[src/rtl/mips_lsu_pkg.sv]
// Shared definitions for the MIPS load/store unit: size encodings, FSM states, default address width.
// No logic; imported by mips_lsu and lsu_lane_mux.
// Backpressure: not applicable.
package mips_lsu_pkg;

    localparam int ADDR_W_DEF = 15;

    localparam logic [1:0] SZ_BYTE = 2'b00;
    localparam logic [1:0] SZ_HALF = 2'b01;
    localparam logic [1:0] SZ_WORD = 2'b10;

    typedef enum logic [1:0] {
        ST_IDLE  = 2'b00,
        ST_READ  = 2'b01,
        ST_WRITE = 2'b10,
        ST_RESP  = 2'b11
    } lsu_state_t;

endpackage

[src/rtl/lsu_lane_mux.sv]
// Byte-lane steering for the LSU: load extract/extend and sub-word store merge into an old word.
// Latency: purely combinational.
// Backpressure: none.
module lsu_lane_mux
    import mips_lsu_pkg::*;
(
    input  logic [31:0] rd_word,
    input  logic [31:0] wr_data,
    input  logic [1:0]  offset,
    input  logic [1:0]  size,
    input  logic        sgn,
    output logic [31:0] ld_data,
    output logic [31:0] st_word
);

    logic [7:0]  byte_sel;
    logic [15:0] half_sel;

    assign byte_sel = rd_word[{offset, 3'b000} +: 8];
    assign half_sel = offset[1] ? rd_word[31:16] : rd_word[15:0];

    always_comb begin
        ld_data = rd_word;
        st_word = rd_word;
        case (size)
            SZ_BYTE: begin
                ld_data = {{24{sgn & byte_sel[7]}}, byte_sel};
                st_word[{offset, 3'b000} +: 8] = wr_data[7:0];
            end
            SZ_HALF: begin
                ld_data = {{16{sgn & half_sel[15]}}, half_sel};
                if (offset[1]) begin
                    st_word[31:16] = wr_data[15:0];
                end else begin
                    st_word[15:0] = wr_data[15:0];
                end
            end
            default: begin
                ld_data = rd_word;
                st_word = wr_data;
            end
        endcase
    end

endmodule

[src/rtl/mips_lsu.sv]
// MIPS MEM-stage load/store unit driving a word-wide, little-endian data-memory port (MIPS_LSU_MISALIGN_TRAP_EN: trap misaligned).
// Latency: load / word store respond 2 cycles after acceptance, sub-word store 3 (RMW), trapped access 1.
// Backpressure: one request in flight; req_ready only in IDLE, responses cannot be stalled.
module mips_lsu
    import mips_lsu_pkg::*;
#(
    parameter int ADDR_W = ADDR_W_DEF
) (
    input  logic              clk,
    input  logic              rst_n,
    input  logic              req_valid,
    output logic              req_ready,
    input  logic              req_we,
    input  logic [1:0]        req_size,
    input  logic              req_signed,
    input  logic [ADDR_W-1:0] req_addr,
    input  logic [31:0]       req_wdata,
    output logic              resp_valid,
    output logic [31:0]       resp_rdata,
    output logic              resp_err,
    output logic [ADDR_W-1:0] mem_addr,
    output logic [31:0]       mem_wdata,
    output logic              mem_read,
    input  logic [31:0]       mem_rdata,
    output logic              mem_write
);

    lsu_state_t  state, state_nxt;
    logic        r_we, r_signed;
    logic [1:0]  r_size, r_off;
    logic [31:0] r_wdata;
    logic [1:0]  eff_size, eff_off;
    logic        trap, accept;
    logic [31:0] ld_data, st_word;

    // Strobes decode straight from state so an async reset drops them at once.
    assign req_ready  = (state == ST_IDLE);
    assign mem_read   = (state == ST_READ);
    assign mem_write  = (state == ST_WRITE);
    assign resp_valid = (state == ST_RESP);
    assign accept     = req_valid && req_ready;

    always_comb begin
        eff_size = (req_size == 2'b11) ? SZ_WORD : req_size;
`ifdef MIPS_LSU_MISALIGN_TRAP_EN
        trap = (req_size == 2'b11) ||
               ((req_size == SZ_HALF) && req_addr[0]) ||
               ((req_size == SZ_WORD) && (req_addr[1:0] != 2'b00));
        eff_off = req_addr[1:0];
`else
        trap = 1'b0;
        case (eff_size)
            SZ_HALF: eff_off = {req_addr[1], 1'b0};
            SZ_WORD: eff_off = 2'b00;
            default: eff_off = req_addr[1:0];
        endcase
`endif
    end

    always_comb begin
        state_nxt = state;
        case (state)
            ST_IDLE: begin
                if (accept) begin
                    if (trap)                                state_nxt = ST_RESP;
                    else if (req_we && eff_size == SZ_WORD) state_nxt = ST_WRITE;
                    else                                     state_nxt = ST_READ;
                end
            end
            ST_READ:  state_nxt = r_we ? ST_WRITE : ST_RESP;
            ST_WRITE: state_nxt = ST_RESP;
            ST_RESP:  state_nxt = ST_IDLE;
            default:  state_nxt = ST_IDLE;
        endcase
    end

    lsu_lane_mux u_lane_mux (
        .rd_word (mem_rdata),
        .wr_data (r_wdata),
        .offset  (r_off),
        .size    (r_size),
        .sgn     (r_signed),
        .ld_data (ld_data),
        .st_word (st_word)
    );

    always_ff @(posedge clk or negedge rst_n) begin
        if (!rst_n) begin
            state      <= ST_IDLE;
            r_we       <= 1'b0;
            r_signed   <= 1'b0;
            r_size     <= SZ_BYTE;
            r_off      <= 2'b00;
            r_wdata    <= '0;
            resp_rdata <= '0;
            mem_addr   <= '0;
            mem_wdata  <= '0;
        end else begin
            state <= state_nxt;
            if (accept) begin
                r_we       <= req_we;
                r_signed   <= req_signed;
                r_size     <= eff_size;
                r_off      <= eff_off;
                r_wdata    <= req_wdata;
                resp_rdata <= '0;
                // Trapped requests never touch the port, so its address/data stay put.
                if (!trap) begin
                    mem_addr <= {req_addr[ADDR_W-1:2], 2'b00};
                    if (req_we && eff_size == SZ_WORD) begin
                        mem_wdata <= req_wdata;
                    end
                end
            end
            if (state == ST_READ) begin
                if (r_we) mem_wdata  <= st_word;
                else      resp_rdata <= ld_data;
            end
        end
    end

`ifdef MIPS_LSU_MISALIGN_TRAP_EN
    logic err_q;

    always_ff @(posedge clk or negedge rst_n) begin
        if (!rst_n)      err_q <= 1'b0;
        else if (accept) err_q <= trap;
    end

    assign resp_err = err_q;
`else
    assign resp_err = 1'b0;
`endif

endmodule

[config.mk]
export PLATFORM = sky130hd
export DESIGN_NAME = mips_lsu
export DESIGN_NICKNAME = d
export VERILOG_FILES = /design/src/rtl/mips_lsu_pkg.sv /design/src/rtl/lsu_lane_mux.sv /design/src/rtl/mips_lsu.sv
export SDC_FILE = /design/constraint.sdc
export NUM_CORES = 1
export LEC_CHECK = 0
export CORE_UTILIZATION = 42
export CTS_BUF_LIST = sky130_fd_sc_hd__clkbuf_16
export CTS_CLUSTER_DIAMETER = 40
export DETAILED_ROUTE_END_ITERATION = 10
export DONT_BUFFER_PORTS = 1
export HOLD_SLACK_MARGIN = 0.06
export PLACE_DENSITY = 0.61
export REMOVE_ABC_BUFFERS = 1
export SETUP_SLACK_MARGIN = 0.5
export SLEW_MARGIN = 30
export SYNTH_ARGS = -nofsm -noshare
export SYNTH_HDL_FRONTEND = slang
export SYNTH_SLANG_ARGS = --single-unit
[constraint.sdc]
create_clock -name clk -period 1.7 [get_ports clk]
set_input_delay 0.17 -clock clk [delete_from_list [all_inputs] [get_ports clk]]
set_output_delay 0.17 -clock clk [all_outputs]
set_load 0.005 [all_outputs]
==> results.sh <==
export IMPL_slew_headroom_pct=61.4
export IMPL_htreeDepth=4
export IMPL_numPlacedInstances=722
export IMPL_setup_violations_final=13
export IMPL_number_of_nets_with_antenna_violations_after_routing=0
export IMPL_edff_count_synth=0
export IMPL_route_detailed_drc=0
export IMPL_final_max_slew_violation_count=0
export IMPL_cp_max_fo=8
export IMPL_fin_crit_sh_pct=104
export IMPL_tritoncts="done"
export IMPL_port_buffer_count=0
export IMPL_yosysTopAreaCellShare_pct=49.5
export IMPL_ys_flop_type="sky130_fd_sc_hd__dfrtp_1"
export IMPL_synth_to_layout_area_growth_pct=57.3
export IMPL_die_width_um=121
export IMPL_synth_largest_area_cell="sky130_fd_sc_hd__dfrtp_1"
export IMPL_dp_hpwl_um=12800
export IMPL_final_critical_path_setup_slack_ns=-0.0595
export IMPL_yosysMostFrequentCell="sky130_fd_sc_hd__dfrtp_1"
export IMPL_die_y_um=121
export IMPL_detail_routed_via_count_per_cell=6.45
export IMPL_cellInternalPower_uw=11300
export IMPL_pre_cts_ws_ns=-0.225
export IMPL_max_slew_worst_pin_slew_ns=0.579
export IMPL_maximum_number_of_pins_on_one_net_before_global_route_repair=118
export IMPL_crit_path_top_delay_cell="sky130_fd_sc_hd__dfrtp_1"
export IMPL_finClkSkew_ns=0.00989
export IMPL_worst_skew_pair_latency_ns=0.43
export IMPL_cp_cell_sequence="inv_2 -> ha_4 -> nor4bb_2 -> a211oi_1 -> buf_4 -> nand2b_4 -> a32oi_2"
export IMPL_cts_root_buffer_cell="sky130_fd_sc_hd__clkbuf_16"
export IMPL_globalRouteOverflowTotal=0
export IMPL_failed_checks="hold timing, setup timing"
export IMPL_finalHoldViolations=117
export IMPL_initialDrtViolationCount=526
export IMPL_globalplace_congestion=0.861
export IMPL_ys_seq_elements=117
export IMPL_grt_pass1_wl_um=34500
export IMPL_drive_gt1_share_pct=39.6
export IMPL_synth_cell_types=46
export IMPL_regArea_mm2=0.00293
export IMPL_coreArea_mm2=0.0135
export IMPL_max_vdd_ir_drop_uv=1280
export IMPL_grt_setup_unrepaired="yes"
export IMPL_post_synth_instance_area_mm2=0.00591
export IMPL_gr_usage_all_layers_pct=32.2
export IMPL_postRouteWirelength_um=23800
export IMPL_run_status="finished with violations"
export IMPL_clk_path_buf_depth=2
export IMPL_vias_in_the_first_global_route=5873
export IMPL_boundaryPins=170
export IMPL_finalNetCount=789
export IMPL_critical_path_endpoint_type="flip-flop"
export IMPL_layoutNonFillerInstCount=883
export IMPL_path_buf_inv=2
export IMPL_diodes=0
export IMPL_max_stage_delay_ns=0.40
export IMPL_pwr_share_seq_pct=30.5
export IMPL_grt_antenna_before_repair=0
export IMPL_clock_power_share_pct=19.9
export IMPL_routedWlPerCell_um=26.9
export IMPL_cellPowerDensity_mw_per_mm2=1930
export IMPL_dr_pass1_iters=5
export IMPL_synth_commonest_cells="117 x sky130_fd_sc_hd__dfrtp_1, 78 x sky130_fd_sc_hd__nand2_1, 65 x sky130_fd_sc_hd__mux2_2"
export IMPL_critical_path_required_ns=2.04
export IMPL_numCtsBuffers=17
export IMPL_dominant_cells_by_area_after_synthesis="sky130_fd_sc_hd__dfrtp_1 50%, sky130_fd_sc_hd__mux2_2 12%, sky130_fd_sc_hd__a32oi_1 5.3%"
export IMPL_nFillCells=929
export IMPL_synthesis_area_per_instance_um2=11.2
export IMPL_timing_hold_ws_ns=-0.563
export IMPL_power_switching_uw=6670
export IMPL_floorplan_die_area_mm2=0.0146
export IMPL_initial_core_util_pct=43.8
export IMPL_switching_share_pct=37.2
export IMPL_clock_sinks=117
export IMPL_multi_input_area_mm2=0.00342
export IMPL_register_to_register_setup_slack_ns=-0.06
export IMPL_synth_sequential_area_ratio_pct=49.5
export IMPL_worstPathArrival_ns=2.10
export IMPL_clk_pin_slew_ns=0.06
export IMPL_placementRows=42
export IMPL_hold_buffers=84
export IMPL_leakagePower_uw=0.00410
export IMPL_max_clock_freq_ghz=0.568
export IMPL_timing_hold_worst_class="in -> async"
export IMPL_timing_critical_path_from_type="flip-flop"
export IMPL_ys_warn_count=0
export IMPL_combinational_fraction_of_design_power_pct=49.6
export IMPL_final_period_minus_worst_setup_slack_ns=1.76
export IMPL_max_cap_violations=0
export IMPL_asyncSetResetFlopFracSynth_pct=100
export IMPL_crit_family="flip-flops"
export IMPL_routed_via_count=5692
export IMPL_syn_instance_count=528
export IMPL_critical_path_class="reg -> reg"
-- stage by stage --
stage	total power (uW)	setup TNS, ns	hold slack, ns	utilization, %	instance area, um^2
floorplan	8510	-75.12	-0.126	-	5710
global placement	10800	-2.57	-0.123	48.3	6530
detailed placement	11000	-5.97	-0.123	48.3	6530
CTS	16800	-0.0428	-0.574	66.1	8930
global route	18700	-2.67	-0.582	68.8	9300
finish	17900	-0.375	-0.563	68.8	9300
-- timing repair --
action / CTS / global route
buffers inserted: 23 / 12
pin swaps: 18 / 24
setup endpoints to repair: 121 / 121
endpoints found under the hold margin: 234 / 117
gates resized for setup: 146 / 42
gates cloned: 9 / 1
-- cell usage in the layout (no fill, tap or decap), types with 4 or more instances in the layout --
| cell | Yosys | routed |
|---|---|---|
| sky130_fd_sc_hd__dfrtp_1 | 117 | 115 |
| sky130_fd_sc_hd__dlygate4sd3_1 | 0 | 84 |
| sky130_fd_sc_hd__nand2_1 | 78 | 73 |
| sky130_fd_sc_hd__mux2_4 | 0 | 46 |
| sky130_fd_sc_hd__buf_4 | 7 | 45 |
| sky130_fd_sc_hd__buf_6 | 2 | 29 |
| sky130_fd_sc_hd__a32oi_1 | 36 | 28 |
| sky130_fd_sc_hd__a221o_1 | 24 | 24 |
| sky130_fd_sc_hd__mux2_2 | 65 | 19 |
| sky130_fd_sc_hd__clkbuf_16 | 0 | 18 |
| sky130_fd_sc_hd__a21oi_1 | 19 | 17 |
| sky130_fd_sc_hd__buf_12 | 0 | 16 |
| sky130_fd_sc_hd__a22oi_1 | 16 | 11 |
| sky130_fd_sc_hd__a31oi_1 | 10 | 10 |
| sky130_fd_sc_hd__nand3_2 | 0 | 9 |
| sky130_fd_sc_hd__a32oi_2 | 0 | 8 |
| sky130_fd_sc_hd__a221oi_2 | 0 | 8 |
| sky130_fd_sc_hd__a221oi_1 | 16 | 8 |
| sky130_fd_sc_hd__ha_4 | 0 | 8 |
| sky130_fd_sc_hd__buf_16 | 0 | 8 |
| sky130_fd_sc_hd__o21ai_1 | 0 | 6 |
| sky130_fd_sc_hd__nor3_4 | 0 | 6 |
| sky130_fd_sc_hd__nand3b_1 | 6 | 6 |
| sky130_fd_sc_hd__nand2b_1 | 11 | 6 |
| sky130_fd_sc_hd__a22oi_2 | 0 | 5 |
| sky130_fd_sc_hd__o21ai_0 | 13 | 5 |
| sky130_fd_sc_hd__o21a_1 | 5 | 5 |
| sky130_fd_sc_hd__clkinv_2 | 0 | 5 |
| sky130_fd_sc_hd__clkinv_1 | 0 | 5 |
| sky130_fd_sc_hd__nor2_2 | 1 | 4 |
| sky130_fd_sc_hd__nor2_1 | 7 | 4 |
| sky130_fd_sc_hd__nand2b_4 | 0 | 4 |
-- cell type report --
type                       count  area share, %
sequential                   117           31.5
timing repair buffer         185           22.8
clock buffer                  17           4.58
multi-input combinational    366           36.8
clock inverter                15           1.56
inverter                       7          0.337
tap                          176           2.37
-- power groups by stage --
stage / registers, uW / clock network [uW] / logic, uW
6_report: 5470 / 3570 / 8890
5_1_grt: 5580 / 3740 / 9340
4_1_cts: 5370 / 3580 / 7890
3_5_place_dp: 5320 / 0 / 5730
3_3_place_gp: 5270 / 0 / 5530
2_1_floorplan: 5050 / 0 / 3460
-- cells by family (layout without fill, tap and decap cells) --
group	count (synthesis)	after routing	synth area share, %
other cells	1	3	0.0634
flops	117	117	49.5
buf+inv	47	224	3.92
fa+ha+maj	9	9	1.91
mux	70	70	13.4
compound gates	150	150	20.1
simple gates	134	134	11.0
-- flip-flops by register name (all words and copies together) (netlist names) --
name        flops
r_wdata        32
resp_rdata     32
r_signed        1
mem_wdata      32
r_we            1
mem_addr       13
state           2
r_off           2
r_size          2
-- final timing paths --
| path | startpoint | to | depth (start not counted) |
|---|---|---|---|
| min in group clk | mem_rdata[25] | mem_wdata[25]$_DFF_PN0_ | 3 |
| min reg2reg | r_wdata[30]$_DFFE_PN0P_ | r_wdata[30]$_DFFE_PN0P_ | 1 |
| max in group asynchronous | rst_n | r_size[1]$_DFFE_PN0P_ | 0 |
| max reg2reg | r_off[1]$_DFFE_PN0P_ | mem_wdata[5]$_DFF_PN0_ | 7 |
| min | rst_n | mem_wdata[1]$_DFF_PN0_ | 0 |
| max | r_off[1]$_DFFE_PN0P_ | mem_wdata[5]$_DFF_PN0_ | 7 |
-- metal layers --
metal	track usage (%)	vias up	part of all wire (%)
li1	-	2370	-
met1	40.0	2882	39
met2	51.9	369	48
met3	11.4	71	9.7
met4	10.7	0	3.4
met5	0	-	0
Note: power is estimated with default switching activity, not from simulation.
